<file path="src/rtl/ring_ctrl_pkg.sv">
// ring_ctrl_pkg: shared types and constants for the ring step controller.
//   state_t      : run/pause FSM state
//   RING_LEN_DEF : default ring length
//   DIR_LEFT     : direction encoding for a left shift (pos counts up)
package ring_ctrl_pkg;
   typedef enum logic {ST_STOP, ST_RUN} state_t;
   localparam int   RING_LEN_DEF = 18;
   localparam logic DIR_LEFT     = 1'b1;
endpackage

</file>
<file path="src/rtl/sw_debounce.sv">
// sw_debounce: 2-FF synchronizer plus stability counter for the direction switch.
//   clk     : system clock
//   rst_n   : async reset, active low
//   sw_raw  : raw (asynchronous) switch input
//   deb_dir : debounced direction, resets to DIR_LEFT
module sw_debounce import ring_ctrl_pkg::*; #(
   parameter int DEB = 500_000
) (
   input  logic clk,
   input  logic rst_n,
   input  logic sw_raw,
   output logic deb_dir
);
   localparam int CW = (DEB > 1) ? $clog2(DEB) : 1;

   logic [1:0]    sw_q;
   logic          sw_s;
   logic [CW-1:0] cnt;

   // synchronizer resets to 1 so a held-left switch causes no spurious count
   always_ff @(posedge clk or negedge rst_n) begin
      if (!rst_n) sw_q <= 2'b11;
      else        sw_q <= {sw_q[0], sw_raw};
   end

   assign sw_s = sw_q[1];

   // cnt tracks consecutive cycles of disagreement; DEB of them commit the change
   always_ff @(posedge clk or negedge rst_n) begin
      if (!rst_n) begin
         cnt     <= '0;
         deb_dir <= DIR_LEFT;
      end else if (sw_s == deb_dir) begin
         cnt <= '0;
      end else if (cnt == CW'(DEB - 1)) begin
         deb_dir <= sw_s;
         cnt     <= '0;
      end else begin
         cnt <= cnt + CW'(1);
      end
   end
endmodule

</file>
<file path="src/rtl/ring_step_ctrl.sv">
// ring_step_ctrl: step/direction controller feeding the ring counter stage.
//   clk    : system clock
//   res    : async reset, active low
//   sw_raw : raw direction switch (1 = left / pos up)
//   run    : raw run enable (1 = stepping)
//   step_o : one-cycle step enable for the ring stage
//   dir_o  : direction qualifying step_o
//   pos_o  : binary index of the ring's hot bit
//   wrap_o : one-cycle pulse on a pos_o wrap in either direction
module ring_step_ctrl import ring_ctrl_pkg::*; #(
   parameter int DIV      = 25_000_000,
   parameter int DEB      = 500_000,
   parameter int RING_LEN = RING_LEN_DEF,
   parameter int POS_W    = 5
) (
   input  logic             clk,
   input  logic             res,
   input  logic             sw_raw,
   input  logic             run,
   output logic             step_o,
   output logic             dir_o,
   output logic [POS_W-1:0] pos_o,
   output logic             wrap_o
);
   localparam int               PW   = $clog2(DIV);
   localparam logic [PW-1:0]    PMAX = PW'(DIV - 1);
   localparam logic [POS_W-1:0] LAST = POS_W'(RING_LEN - 1);

   logic [1:0]    run_q;
   logic          run_s;
   logic          deb_dir;
   state_t        state, state_nx;
   logic [PW-1:0] psc, psc_nx;
   logic          step_nx;

   sw_debounce #(.DEB(DEB)) u_deb (
      .clk     (clk),
      .rst_n   (res),
      .sw_raw  (sw_raw),
      .deb_dir (deb_dir)
   );

   always_ff @(posedge clk or negedge res) begin
      if (!res) run_q <= 2'b00;
      else      run_q <= {run_q[0], run};
   end

   assign run_s = run_q[1];

   always_ff @(posedge clk or negedge res) begin
      if (!res) begin
         state <= ST_STOP;
         psc   <= '0;
      end else begin
         state <= state_nx;
         psc   <= psc_nx;
      end
   end

   // prescaler only advances in RUN while run_s is high; a pause keeps its phase
   always_comb begin
      state_nx = state;
      psc_nx   = psc;
      step_nx  = 1'b0;
      case (state)
         ST_STOP: if (run_s) state_nx = ST_RUN;
         ST_RUN: begin
            if (!run_s) begin
               state_nx = ST_STOP;
            end else if (psc == PMAX) begin
               psc_nx  = '0;
               step_nx = 1'b1;
            end else begin
               psc_nx = psc + PW'(1);
            end
         end
         default: state_nx = ST_STOP;
      endcase
   end

   // dir_o, pos_o and wrap_o all move on the same edge that raises step_o
   always_ff @(posedge clk or negedge res) begin
      if (!res) begin
         step_o <= 1'b0;
         dir_o  <= DIR_LEFT;
         pos_o  <= '0;
         wrap_o <= 1'b0;
      end else begin
         step_o <= step_nx;
         wrap_o <= 1'b0;
         if (step_nx) begin
            dir_o <= deb_dir;
            if (deb_dir == DIR_LEFT) begin
               if (pos_o == LAST) begin
                  pos_o  <= '0;
                  wrap_o <= 1'b1;
               end else begin
                  pos_o <= pos_o + POS_W'(1);
               end
            end else begin
               if (pos_o == '0) begin
                  pos_o  <= LAST;
                  wrap_o <= 1'b1;
               end else begin
                  pos_o <= pos_o - POS_W'(1);
               end
            end
         end
      end
   end
endmodule

</file>
<file path="config.mk">
export PLATFORM = sky130hd
export DESIGN_NAME = ring_step_ctrl
export DESIGN_NICKNAME = d
export VERILOG_FILES = /design/src/rtl/ring_ctrl_pkg.sv /design/src/rtl/sw_debounce.sv /design/src/rtl/ring_step_ctrl.sv
export SDC_FILE = /design/constraint.sdc
export NUM_CORES = 1
export LEC_CHECK = 0
export ABC_CLOCK_PERIOD_IN_PS = 3700
export CAP_MARGIN = 0
export CORE_MARGIN = 1
export CORE_UTILIZATION = 65
export CTS_BUF_LIST = sky130_fd_sc_hd__clkbuf_16
export DETAILED_ROUTE_END_ITERATION = 10
export GPL_TIMING_DRIVEN = 0
export PLACE_DENSITY_LB_ADDON = 0.15
export SYNTH_ARGS = -nofsm -noshare
export SYNTH_HDL_FRONTEND = slang
export SYNTH_SLANG_ARGS = --single-unit
</file>
<file path="constraint.sdc">
create_clock -name clk -period 3.7 [get_ports clk]
set_input_delay 1.11 -clock clk [delete_from_list [all_inputs] [get_ports clk]]
set_output_delay 1.11 -clock clk [all_outputs]
set_load 0.01 [all_outputs]
</file>
==> impl_metrics.py, run 1 <==
metrics = {
    "clocking": {
        "cts_buffer_depth": 2,
        "post-cts-setup-buffers": 0,
        "root_buffer": "clkbuf_16",
        "cts-resized-gates": 0,
        "cts.sinks": 58,
        "postCtsHoldBufs": 0,
        "path_clk_slew_ps": 50,
        "htreeDepth": 3,
        "tritoncts": "built",
        "insertion_delay_ps": 330,
        "cts_buffers": 9,
    },
    "cells_and_area": {
        "num-nets-final": 340,
        "multi_input_area_um2": 1430,
        "fin_cells": 386,
        "regArea_um2": 1460,
        "fillers": 309,
        "synthToLayoutAreaGrowth_pct": 14.9,
        "drive_above_1_share_pct": 9.28,
        "antenna_cells": 0,
    },
    "sta": {
        "timing.fmax_ghz": 0.391,
        "fin_skew_ps": 7.01,
        "slew_viol_final": 0,
        "maxSlewHeadroom_pct": 38.0,
        "finalSetupTns_ps": 0,
        "finalSetupViolations": 0,
        "final_hold_viol_count": 0,
        "finalWorstSetupSlack_ps": 1140,
        "rsz0062_at_grt": "false",
        "fin_crit_ps": 2560,
        "period_share_pct": 69.1,
        "worst_pin_slew_ps": 918,
    },
    "synth": {
        "ys_seq_area_share_pct": 49.2,
        "syn_avg_cell_area_um2": 9.65,
        "synth_edf_count": 0,
        "syn_inst": 307,
        "yosys.area.top_type_share_pct": 45.6,
        "yosysMostFrequentCell": "dfrtp_1",
        "synth-xor-area-share_pct": 6.80,
        "synth_compound_area_share_pct": 12.6,
        "async_flop_share_pct": 100,
        "synth_fa_ha_area_share_pct": 2.53,
        "synth-seq-cells": 58,
        "ys_top_cells_by_area": "dfrtp_1, xnor2_1, o21ai_0",
        "synth_commonest_cells": "dfrtp_1, nand2_1, o21ai_0",
        "synth_area_um2": 2960,
        "syn-num-nets": 317,
        "synthFlopType": "dfrtp_1",
        "synth.mux.area_fraction_pct": 1.10,
        "yosys.area.top_type": "dfrtp_1",
        "synth_top_family_by_area": "simple AND/OR/NAND/NOR gates",
        "yosysWarnings": 0,
        "synth-simple-area-share_pct": 25.3,
        "ys_types": 45,
    },
    "power": {
        "power.internal_uw": 1130,
        "total_power_uw": 1480,
        "cellPowerDensity_nw_per_um2": 434,
        "swShare_pct": 23.4,
        "vdd_drop_max_uv": 396,
        "combPwrFrac_pct": 4.9,
        "pwr-share-seq_pct": 47.4,
        "p_leak_uw": 0.00136,
        "clkPwrFrac_pct": 47.7,
        "p_sw_uw": 346,
    },
    "die": {
        "top_level_ports": 12,
        "die_area_um2": 4830,
        "dieWidth_um": 69.5,
        "design.core.area_um2": 4350,
        "start_util_pct": 68.0,
        "die_y_um": 69.5,
        "rows": 24,
    },
    "grt": {
        "antenna_found_initial": 0,
        "grt_use_met2_pct": 49.6,
        "grt_remaining_overflow": 0,
        "use_met1_pct": 36.2,
        "met3_usage_pct": 10.0,
        "busiest_layer": "met2",
        "grt_pass1_vias": 2577,
        "grt_max_degree": 31,
        "grt.total_usage_pct": 30.3,
        "grt_first_pass_wirelength_mm": 11.3,
    },
    "min_path": {
        "min_path_type": "reg2reg",
    },
    "routing": {
        "num_vias": 2502,
        "detail_route.wl_per_cell_um": 16.6,
        "drt-vias-per-instance": 6.48,
        "routed_wl_mm": 6.41,
        "ant_nets": 0,
        "drt_iter0_drc": 216,
        "drc": 0,
        "drtPass1Iterations": 5,
    },
    "setup_path": {
        "max_stage_delay_ps": 600,
        "slowest_stage": "clkdlybuf4s50_1",
        "critPathArrivalTime_ps": 1450,
        "criticalPathCategory": "reg2out",
        "critPathBufInv": 1,
        "crit_required_ps": 2590,
        "critPathLaunchType": "flop",
        "cpLargestDelayFamily": "buffers and inverters",
        "cp_cell_sequence": "clkdlybuf4s50_1",
        "critPathLaunch": "pos_o[0]",
        "r2r-start": "u_deb.cnt[0]",
        "rr_worst_depth": 6,
        "crit_end": "pos_o[0]",
        "cp_max_fo": 11,
        "reg2reg_setup_slack_ps": 1310,
        "worst-path-stages": 1,
        "rr_endpoint": "u_deb.cnt[9]",
        "end_kind": "output port",
    },
    "placement": {
        "dp_slack_ps": 1350,
        "placedCellCount": 371,
        "place.gp.congestion": 0.875,
        "dpl.hpwl_mm": 4.18,
        "port_buffers": 11,
    },
    "outcome": {
        "run_status": "complete, no violations",
    },
    "job": {
        "drv_cap": 0,
    },
}
[final cells by class]
type	count	share of cell area (%)
plain buffers	13	1.51
clock buffers	9	6.62
clock inverters	6	0.772
inverters	6	0.662
multi-input cells	230	42.1
flip-flops and latches	58	42.8
well taps	52	1.91
repair buffers	12	3.68
[power groups by stage]
stage | Clock, uW | Sequential, uW | Combinational, uW
final | 705 | 701 | 71.8
after detailed placement | 0 | 709 | 70.7
after global routing | 744 | 705 | 82.1
after floorplan | 0 | 702 | 43.0
after CTS | 714 | 700 | 73.5
after global placement | 0 | 708 | 64.6
[placed cells by master, fill, tap and decap left out, types with 6 or more instances in the layout]
cell type	n
dfrtp_1	54
nand2_1	24
o21ai_0	24
nor2_1	21
nand3_1	20
a21oi_1	17
xnor2_1	15
nand4_1	12
clkbuf_1	11
clkdlybuf4s50_1	10
clkbuf_16	9
or3_1	8
xor2_1	8
nor4_1	7
inv_1	7
nor3_1	6
ha_1	6
[per-stage QoR]
step | util, % | instance area [um^2] | hold WS [ps]
3_5_place_dp | 72.4 | 3150 | 337
3_3_place_gp | 72.1 | 3140 | 335
5_1_grt | 78.2 | 3400 | 364
2_1_floorplan | - | 2960 | 331
4_1_cts | 78.2 | 3400 | 348
6_report | 78.2 | 3400 | 353
[registers in the layout, indices dropped and copies added, names as in the netlist, 2 cells and up]
register,cells
u_deb.cnt,19
run_q,2
pos_o,5
u_deb.sw_q,2
psc,25
[cells by family after synthesis]
group / count (synthesis)
AOI/OAI and AO/OA: 63
xor gates and xnor gates: 23
adders and majority gates: 6
buffers and inverters: 19
DFF: 58
muxes: 3
and+or+nand+nor: 135
[worst min-delay path by stage]
stage,cells past startpoint,start,to
after floorplan,0,run_q[0],run_q[1]
after global placement,0,run_q[0],run_q[1]
after detailed placement,0,run_q[0],run_q[1]
after CTS,0,run_q[0],run_q[1]
after global routing,0,u_deb.sw_q[0],u_deb.sw_q[1]
final,0,run_q[0],run_q[1]
[per-layer routing]
metal	vias up	share of wire, %
met2	71	52
met4	0	1.2
li1	1182	-
met1	1240	42
met5	-	0
met3	9	4.9
Note: power is estimated with default switching activity, not from simulation.
==> inputs of run 2 (changes only) <==
--- a/config.mk
+++ b/config.mk
@@ -5,10 +5,10 @@
 export SDC_FILE = /design/constraint.sdc
 export NUM_CORES = 1
 export LEC_CHECK = 0
-export ABC_CLOCK_PERIOD_IN_PS = 3700
+export ABC_CLOCK_PERIOD_IN_PS = 2200
 export CAP_MARGIN = 0
 export CORE_MARGIN = 1
-export CORE_UTILIZATION = 65
+export CORE_UTILIZATION = 54
 export CTS_BUF_LIST = sky130_fd_sc_hd__clkbuf_16
 export DETAILED_ROUTE_END_ITERATION = 10
 export GPL_TIMING_DRIVEN = 0
==> constraint.sdc (replaced) <==
create_clock -name clk -period 2.2 [get_ports clk]
set_input_delay 0.66 -clock clk [delete_from_list [all_inputs] [get_ports clk]]
set_output_delay 0.66 -clock clk [all_outputs]
set_load 0.01 [all_outputs]
==> impl_metrics.py, run 2 (synthesis gave the netlist of run 1 again) <==
metrics = {
    "outcome": {
        "run_status": "complete, no violations",
    },
    "cells_and_area": {
        "largest_reg_flops": 25,
        "final_common_cell": "dfrtp_1",
        "top_regs": "psc (25), u_deb.cnt (19), pos_o (5)",
        "regMostFlops": "psc",
        "drive_above_1_share_pct": 11.4,
        "final_cell_mix": "dfrtp_1, nand2_1, o21ai_0",
        "design_area_um2": 3490,
        "num-nets-final": 339,
        "synthToLayoutAreaGrowth_pct": 17.8,
        "antenna_cells": 0,
        "finish.utilization_pct": 67.0,
    },
    "setup_path": {
        "cp_max_fo": 9,
        "crit_required_ps": 1540,
        "critPathBufInv": 1,
        "end_kind": "output port",
        "reg2reg_setup_slack_ps": 140,
        "critPathLaunchType": "flop",
        "critPathArrivalTime_ps": 1430,
        "max_stage_delay_ps": 600,
        "rr_worst_depth": 5,
        "r2r-start": "psc[2]",
        "cp_cell_sequence": "clkdlybuf4s50_1",
        "cpLargestDelayFamily": "buffers and inverters",
        "rr_endpoint": "psc[21]",
        "criticalPathCategory": "reg2out",
        "slowest_stage": "clkdlybuf4s50_1",
    },
    "sta": {
        "final_hold_viol_count": 0,
        "period_share_pct": 94.8,
        "worst_pin_slew_ps": 613,
        "fin_skew_ps": 6.31,
        "rsz0062_at_grt": "false",
        "fin_crit_ps": 2090,
        "finalSetupViolations": 0,
        "maxSlewHeadroom_pct": 59.1,
        "timing.fmax_ghz": 0.479,
        "slew_viol_final": 0,
        "hold_ws_ps": 347,
        "finalSetupTns_ps": 0,
    },
    "routing": {
        "ant_nets": 0,
        "drc": 0,
        "drt-vias-per-instance": 6.05,
        "detail_route.wl_per_cell_um": 15.8,
        "routed_wl_mm": 6.37,
        "num_vias": 2446,
        "drt_iter0_drc": 145,
        "drtPass1Iterations": 4,
    },
    "clocking": {
        "tritoncts": "built",
        "cts_buffer_depth": 2,
        "cts_buffers": 9,
        "htreeDepth": 3,
        "path_clk_slew_ps": 50,
        "cts.sinks": 58,
        "root_buffer": "clkbuf_16",
        "insertion_delay_ps": 320,
    },
    "power": {
        "combPwrFrac_pct": 4.5,
        "clkPwrFrac_pct": 50.1,
        "vdd_drop_max_uv": 518,
        "p_leak_uw": 0.00138,
        "power.internal_uw": 2020,
        "p_sw_uw": 574,
        "pwr-share-seq_pct": 45.4,
        "total_power_uw": 2590,
        "cellPowerDensity_nw_per_um2": 743,
        "swShare_pct": 22.1,
    },
    "placement": {
        "port_buffers": 11,
        "place.gp.congestion": 0.835,
        "postPlaceCellArea_um2": 3180,
        "dpl.hpwl_mm": 4.30,
    },
    "die": {
        "die_y_um": 76.1,
        "top_level_ports": 12,
        "dieWidth_um": 76.1,
        "die_area_um2": 5790,
        "start_util_pct": 56.9,
        "design.core.area_um2": 5200,
        "rows": 26,
    },
    "min_path": {
        "min_from": "run_q[0]",
        "min_path_type": "reg2reg",
        "hold_depth": 0,
        "min_to": "run_q[1]",
    },
    "grt": {
        "grt_remaining_overflow": 0,
        "grt.total_usage_pct": 24.2,
        "grt_pass1_vias": 2340,
        "antenna_found_initial": 0,
        "grt_first_pass_wirelength_mm": 11.0,
        "grt_max_degree": 34,
    },
    "job": {
        "drv_cap": 0,
    },
}
[run 2: changes by cell type in the layout (fill, tap and decap cells not counted), moves of 2 or more]
cell,previous run,this run
clkbuf_1,11,7
clkbuf_2,0,3
clkinv_1,2,4
clkinv_2,3,0
[run 2: layout make-up]
| type | count | area, um^2 |
|---|---|---|
| fill | 405 | 1720 |
| multi-input combinational | 230 | 1470 |
| sequential | 58 | 1460 |
| clock buffer | 9 | 225 |
| timing repair buffer | 12 | 125 |
| tap | 70 | 87.6 |
| buffer | 12 | 53.8 |
| clock inverter | 7 | 52.6 |
| inverter | 6 | 22.5 |
[run 2: power groups by stage]
stage               clock network (uW)  logic (uW)  registers, uW
floorplan                            0        72.3           1180
global placement                     0         111           1190
detailed placement                   0         118           1190
CTS                               1310         117           1180
global route                      1360         135           1180
finish                            1300         117           1180
[run 2: what timing repair did]
action	in CTS	in global routing
cloned	0	0
pin swaps	0	0
setup endpoints to repair	10	27
hold buffers	0	0
resized for setup	2	11
buffers inserted	0	0
[run 2: how the worst max path moves through the flow]
stage                 start             to  slack (ps)  cells past startpoint
2_1_floorplan      pos_o[0]       pos_o[3]         210                      6
3_3_place_gp            res       pos_o[3]       -1330                      1
3_5_place_dp   u_deb.cnt[0]   u_deb.cnt[6]        -140                      6
4_1_cts              psc[0]         wrap_o          10                      7
5_1_grt        u_deb.cnt[0]  u_deb.cnt[10]          30                      6
6_report           pos_o[3]       pos_o[3]         110                      1
[run 2: per-stage QoR]
step | std cells | setup slack, ps
after detailed placement | 389 | -145
after global placement | 388 | -1330
after global routing | 404 | 27.5
final | 404 | 114
after floorplan | 307 | 209
after CTS | 405 | 12.2
[run 2: layer usage]
metal  global-route usage (%)  part of all wire (%)  vias up
li1                         -                     -     1173
met1                     32.6                    46     1196
met2                     37.8                    48       64
met3                     3.83                   3.5       13
met4                     12.5                   2.3        0
met5                        0                     0        -
==> inputs of run 3 (changes only) <==
--- a/config.mk
+++ b/config.mk
@@ -5,10 +5,12 @@
 export SDC_FILE = /design/constraint.sdc
 export NUM_CORES = 1
 export LEC_CHECK = 0
-export ABC_CLOCK_PERIOD_IN_PS = 2200
+export ABC_CLOCK_PERIOD_IN_PS = 1900
 export CAP_MARGIN = 0
+export CELL_PAD_IN_SITES_DETAIL_PLACEMENT = 1
+export CELL_PAD_IN_SITES_GLOBAL_PLACEMENT = 1
 export CORE_MARGIN = 1
-export CORE_UTILIZATION = 54
+export CORE_UTILIZATION = 43
 export CTS_BUF_LIST = sky130_fd_sc_hd__clkbuf_16
 export DETAILED_ROUTE_END_ITERATION = 10
 export GPL_TIMING_DRIVEN = 0
==> constraint.sdc (replaced) <==
create_clock -name clk -period 1.9 [get_ports clk]
set_input_delay 0.57 -clock clk [delete_from_list [all_inputs] [get_ports clk]]
set_output_delay 0.57 -clock clk [all_outputs]
set_load 0.01 [all_outputs]
==> impl_metrics.py, run 3 (synthesis gave the netlist of run 1 again) <==
metrics = {
    "sta": {
        "fin_crit_ps": 1920,
        "finalSetupViolations": 1,
        "finalWorstSetupSlack_ps": -15.4,
        "period_share_pct": 101,
        "final_hold_viol_count": 0,
        "timing.fmax_ghz": 0.522,
        "maxSlewHeadroom_pct": 54.4,
        "fin_skew_ps": 5.87,
        "rsz0062_at_grt": "true",
        "finalSetupTns_ps": -15.4,
        "slew_viol_final": 0,
        "worst_pin_slew_ps": 684,
    },
    "clocking": {
        "cts.sinks": 58,
        "insertion_delay_ps": 330,
        "htreeDepth": 3,
        "root_buffer": "clkbuf_16",
        "cts_buffers": 9,
        "path_clk_slew_ps": 50,
        "cts_buffer_depth": 2,
        "postCtsHoldBufs": 0,
        "tritoncts": "built",
    },
    "die": {
        "dieWidth_um": 85.0,
        "die_y_um": 85.0,
        "die_area_um2": 7230,
        "design.core.area_um2": 6490,
        "start_util_pct": 45.6,
        "top_level_ports": 12,
        "rows": 29,
    },
    "cells_and_area": {
        "finish.utilization_pct": 57.2,
        "synthToLayoutAreaGrowth_pct": 25.4,
        "top_regs": "psc (25), u_deb.cnt (19), pos_o (5)",
        "antenna_cells": 0,
        "num-nets-final": 358,
        "fillers": 727,
        "final_cell_mix": "dfrtp_1, buf_4, o21ai_0",
        "drive_above_1_share_pct": 24.7,
        "fin_cells": 429,
        "design_area_um2": 3720,
        "final_common_cell": "dfrtp_1",
        "regMostFlops": "psc",
        "largest_reg_flops": 25,
    },
    "grt": {
        "grt_pass1_vias": 2683,
        "grt.total_usage_pct": 24.6,
        "antenna_found_initial": 0,
        "grt_first_pass_wirelength_mm": 13.4,
        "grt_remaining_overflow": 0,
        "grt_max_degree": 32,
    },
    "placement": {
        "postPlaceCellArea_um2": 3190,
        "place.gp.congestion": 0.852,
        "dpl.hpwl_mm": 4.87,
        "port_buffers": 11,
        "placedCellCount": 396,
    },
    "setup_path": {
        "critPathLaunchType": "flop",
        "max_stage_delay_ps": 630,
        "crit_required_ps": 2140,
        "slowest_stage": "or4b_2",
        "critPathLaunch": "pos_o[0]",
        "critPathArrivalTime_ps": 2150,
        "criticalPathCategory": "reg2reg",
        "critPathBufInv": 1,
        "end_kind": "flop",
        "cpLargestDelayFamily": "simple AND/OR/NAND/NOR gates",
        "r2r-start": "pos_o[0]",
        "cp_max_fo": 4,
        "cp_cell_sequence": "inv_1 > ha_2 > nor2b_4 > or4b_2 > a32o_1 > o211ai_1",
    },
    "routing": {
        "drtPass1Iterations": 4,
        "ant_nets": 0,
        "drc": 0,
        "num_vias": 2560,
        "drt-vias-per-instance": 5.97,
        "drt_iter0_drc": 120,
        "routed_wl_mm": 8.02,
        "detail_route.wl_per_cell_um": 18.7,
    },
    "min_path": {
        "min_path_type": "in2async",
    },
    "power": {
        "p_leak_uw": 0.00155,
        "total_power_uw": 3000,
        "vdd_drop_max_uv": 516,
        "cellPowerDensity_nw_per_um2": 806,
    },
    "job": {
        "drv_cap": 0,
    },
    "outcome": {
        "violations": "setup timing",
        "run_status": "complete, but fails checks",
    },
}
==> run 3: cell types whose count changed in the layout (fill, tap and decap cells not counted), sizes merged, moves of 2 or more <==
cell           previous run  this run
buf                       3        27
clkbuf                   20        15
clkdlybuf4s50            10         7
dlymetal6s2s              0         2
==> run 3: power breakdown <==
part           switching (uW)  leakage [uW]  internal (uW)
logic                     127      0.000658            117
clock network             550      0.000131            851
registers                53.3      0.000763           1300
==> run 3: worst paths after layout <==
check | endpoint | cells past startpoint | slack [ps]
worst min-delay path | u_deb.cnt[13] | 1 | 270
worst max-delay path | pos_o[3] | 6 | -20
worst max register to register | pos_o[3] | 6 | -20
max in group asynchronous | u_deb.deb_dir | 2 | 950
min in group clk | run_q[1] | 0 | 350
worst min register to register | run_q[1] | 0 | 350
==> run 3: worst reg2reg max path: cells and delay by family, from the launching register on <==
family / cells / cell delay, ps
compound gates: 2 / 410
fa+ha+maj: 1 / 190
buf+inv: 1 / 70
flops: 1 / 380
simple gates: 2 / 770
==> run 3: layer usage <==
metal / share of wire, % / vias to the layer above / GRT usage [%]
li1: - / 1205 / -
met1: 45 / 1320 / 29.0
met2: 51 / 24 / 42.3
met3: 2.5 / 11 / 8.46
met4: 1.5 / 0 / 7.70
met5: 0 / - / 0
==> run 3: area by class of cell <==
class                           count  area, um^2  area share, %
Multi-Input combinational cell    230        1530           41.1
Sequential cell                    58        1470           39.5
Timing Repair Buffer               35         302           8.11
Clock buffer                        9         225           6.06
Tap cell                           77        96.3           2.59
Buffer                              8        47.5           1.28
Clock inverter                      6        26.3          0.707
Inverter                            6        22.5          0.606
==> run 3: stage by stage <==
step           hold slack, ps  setup slack (ps)
2_1_floorplan             274             0.621
3_3_place_gp              339             -1790
3_5_place_dp              338              -569
4_1_cts                   295              1.56
5_1_grt                   326             -65.6
6_report                  275             -15.4
==> run 3: timing repair <==
item,in CTS,in global routing
endpoints found under the hold margin,0,0
gates resized for setup,30,17
endpoints found under the setup margin,41,31
setup buffers,15,8
pin swaps,2,7
cloned,0,0
==> RTL edit, RTL diff (config.mk and constraints of run 3) <==
Set the parameter `DIV` to 12_500_000 (it was 25_000_000).
--- a/src/rtl/ring_step_ctrl.sv
+++ b/src/rtl/ring_step_ctrl.sv
@@ -8,7 +8,7 @@
 //   pos_o  : binary index of the ring's hot bit
 //   wrap_o : one-cycle pulse on a pos_o wrap in either direction
 module ring_step_ctrl import ring_ctrl_pkg::*; #(
-   parameter int DIV      = 25_000_000,
+   parameter int DIV      = 12_500_000,
    parameter int DEB      = 500_000,
    parameter int RING_LEN = RING_LEN_DEF,
    parameter int POS_W    = 5
Function: no difference found for any inputs over 10 cycles, from zero or initial values; that may be too few to reach the edited logic, so the function may still have changed.
==> RTL edit against run 3 <==
The flow still finishes with violations (negative setup slack). Routed wire length fell by 7.7%. Combinational power fell by 3%. Core utilization rose by 2.0 points. Sequential cell count fell by 1. Die area fell by 4.2%. Design area rose by 1.2%. Area after synthesis fell by 4.3%. Worst setup slack got worse by 0.22 ns. Power rose by 8.7%. Highest routed layer unchanged.
==> RTL edit: results (changes against run 3) <==
detailed_routing:
  met2_length_um: 3830  # -7.0%
  dr_wl_met3_um: 247  # +21%
  detail_route.vias_per_cell: 5.54  # -7.2%
  wl_cell_um: 17.8  # -4.9%
  routedLengthMet1_um: 3240  # -9.6%
  initial_drc_count: 95  # -21%
finish:
  largest_registers: "psc x24, u_deb.cnt x19, pos_o x5"
  bufAreaShareNonClock_pct: 9.45  # +0.057 points
  area_growth_pct: 32.6
  final.signal_inverter_count: 8  # +2
  multi_input_cells: 220  # -4.3%
  nonClockBufferCount: 38  # -12%
  multi_input_area_share_pct: 40.5  # -0.65 points
  cell_count_final_fillers_out: 416  # -3.0%
  register_area_mm2: 0.00143  # -2.4%
  number_of_inserted_diodes: 0  # unchanged
  n_fill_cell: 688  # -5.4%
setup_path:
  worst-path-max-fanout: 6  # +2
  reg2reg_from: "psc[19]"
  worst_r2r_path_depth: 7  # +1
  critical-path-slowest-cell: "or4_4"
  timing.critical_path.arrival_ns: 2.34  # +0.19 ns
  critical_path.endpoint: "psc[23]"
clock_network:
  clkSinkCount: 57  # -1.7%
  cts_buffers: 9  # unchanged
  clk_path_buf_depth: 2  # unchanged
synth:
  synth_seq_area_share_pct: 50.5  # +1.3 points
  area_contributors_post_synth: "dfrtp_1 (47%), xor2_1 (8.6%), nor2_1 (6.1%), nand3_1 (4.2%), nand2_1 (3.8%)"
  synth_cell_type_count: 43  # -4.4%
  ys_top_cells_by_count: "dfrtp_1 (53), nor2_1 (46), nand2_1 (29)"
  postSynthAreaPerCell_um2: 9.68  # +0.31%
  number_of_nets_produced_by_synthesis: 303  # -4.4%
  yosysTopAreaCellShare_pct: 46.8  # +1.1 points
global_route:
  grt_start_max_net_pins: 40  # +25%
  first_global_vias: 2374  # -12%
  first_pass_grt_wire_length_um: 11500  # -14%
  grt.total_usage_pct: 21.1  # -3.5 points
  number_of_antenna_violations_at_the_first_check_in_global_routing: 0  # unchanged
timing:
  finalSetupViolations: 23  # +22
  final.setup_skew_ns: 0.00868  # +0.00282 ns
  setup_total_negative_slack_ns: -3.97  # -3.95 ns
  final_worst_hold_slack_ns: 0.207  # -0.0674 ns
  final.setup.worst_slack_ns: -0.238  # -0.223 ns
placed_design:
  place_area_mm2: 0.00307  # -3.7%
  post_place_setup_slack_ns: -0.458  # +0.111 ns
  dp_cells: 382  # -3.5%
  place.gp.congestion: 0.826  # -3.1%
  dpl.hpwl_um: 4340  # -11%
status:
  result_of_the_run: "finished, violations left"
  violations: "negative setup slack"
floorplanning:
  floorplan.die_area_mm2: 0.00693  # -4.2%
power:
  total_leakage_power_nw: 1.60  # +2.8%
  irDropWorstVdd_v: 0.000615  # +19%
[RTL edit: cell types whose count changed after synthesis, moves of 4 or more]
cell      before  now
nor3_1         6   14
or3_1          8    1
nor2_1        21   46
nand2_1       24   29
xnor2_1       15    9
o21ai_0       24    4
clkbuf_1      11    6
nand3_1       20   24
and4_1         5    1
nor4_1         7    3
xor2_1         8   28
a21oi_1       17    2
[RTL edit: repair_timing]
| action | 4_1_cts | 5_1_grt |
|---|---|---|
| gates resized for setup | 20 | 35 |
| endpoints found under the hold margin | 0 | 0 |
| pin swaps | 5 | 15 |
| endpoints found under the setup margin | 45 | 30 |
| buffers inserted | 10 | 9 |
| hold buffers | 0 | 0 |
| cloned | 0 | 1 |
[RTL edit: logic make-up after synthesis]
group / count (synthesis) / share of synthesized area, %
compound gates: 22 / 5.47
xor+xnor: 37 / 11.4
fa+ha+maj: 6 / 2.65
buf+inv: 16 / 2.69
flops: 57 / 50.5
mux: 4 / 1.46
simple gates: 151 / 25.9
[RTL edit: worst reg2reg max path, stage by stage, from the launching register on]
cell,delay [ns]
dfrtp_1,0.37
nand3_2,0.12
or4_4,0.51
or4_4,0.62
clkinv_8,0.10
buf_12,0.12
buf_12,0.13
nor2_2,0.05
[RTL edit: report_power, final]
part,total [mW],internal [mW],leakage (nW),switching (mW)
Sequential,1.35,1.27,0.758,0.0747
Clock,1.67,1.13,0.150,0.541
Combinational,0.237,0.122,0.688,0.115
Total,3.26,2.53,1.60,0.731
[RTL edit: routing by layer]
metal	vias to the layer above	GRT usage (%)
met5	-	0
met1	1149	25.8
met3	8	6.66
met2	55	35.1
li1	1092	-
met4	0	7.52
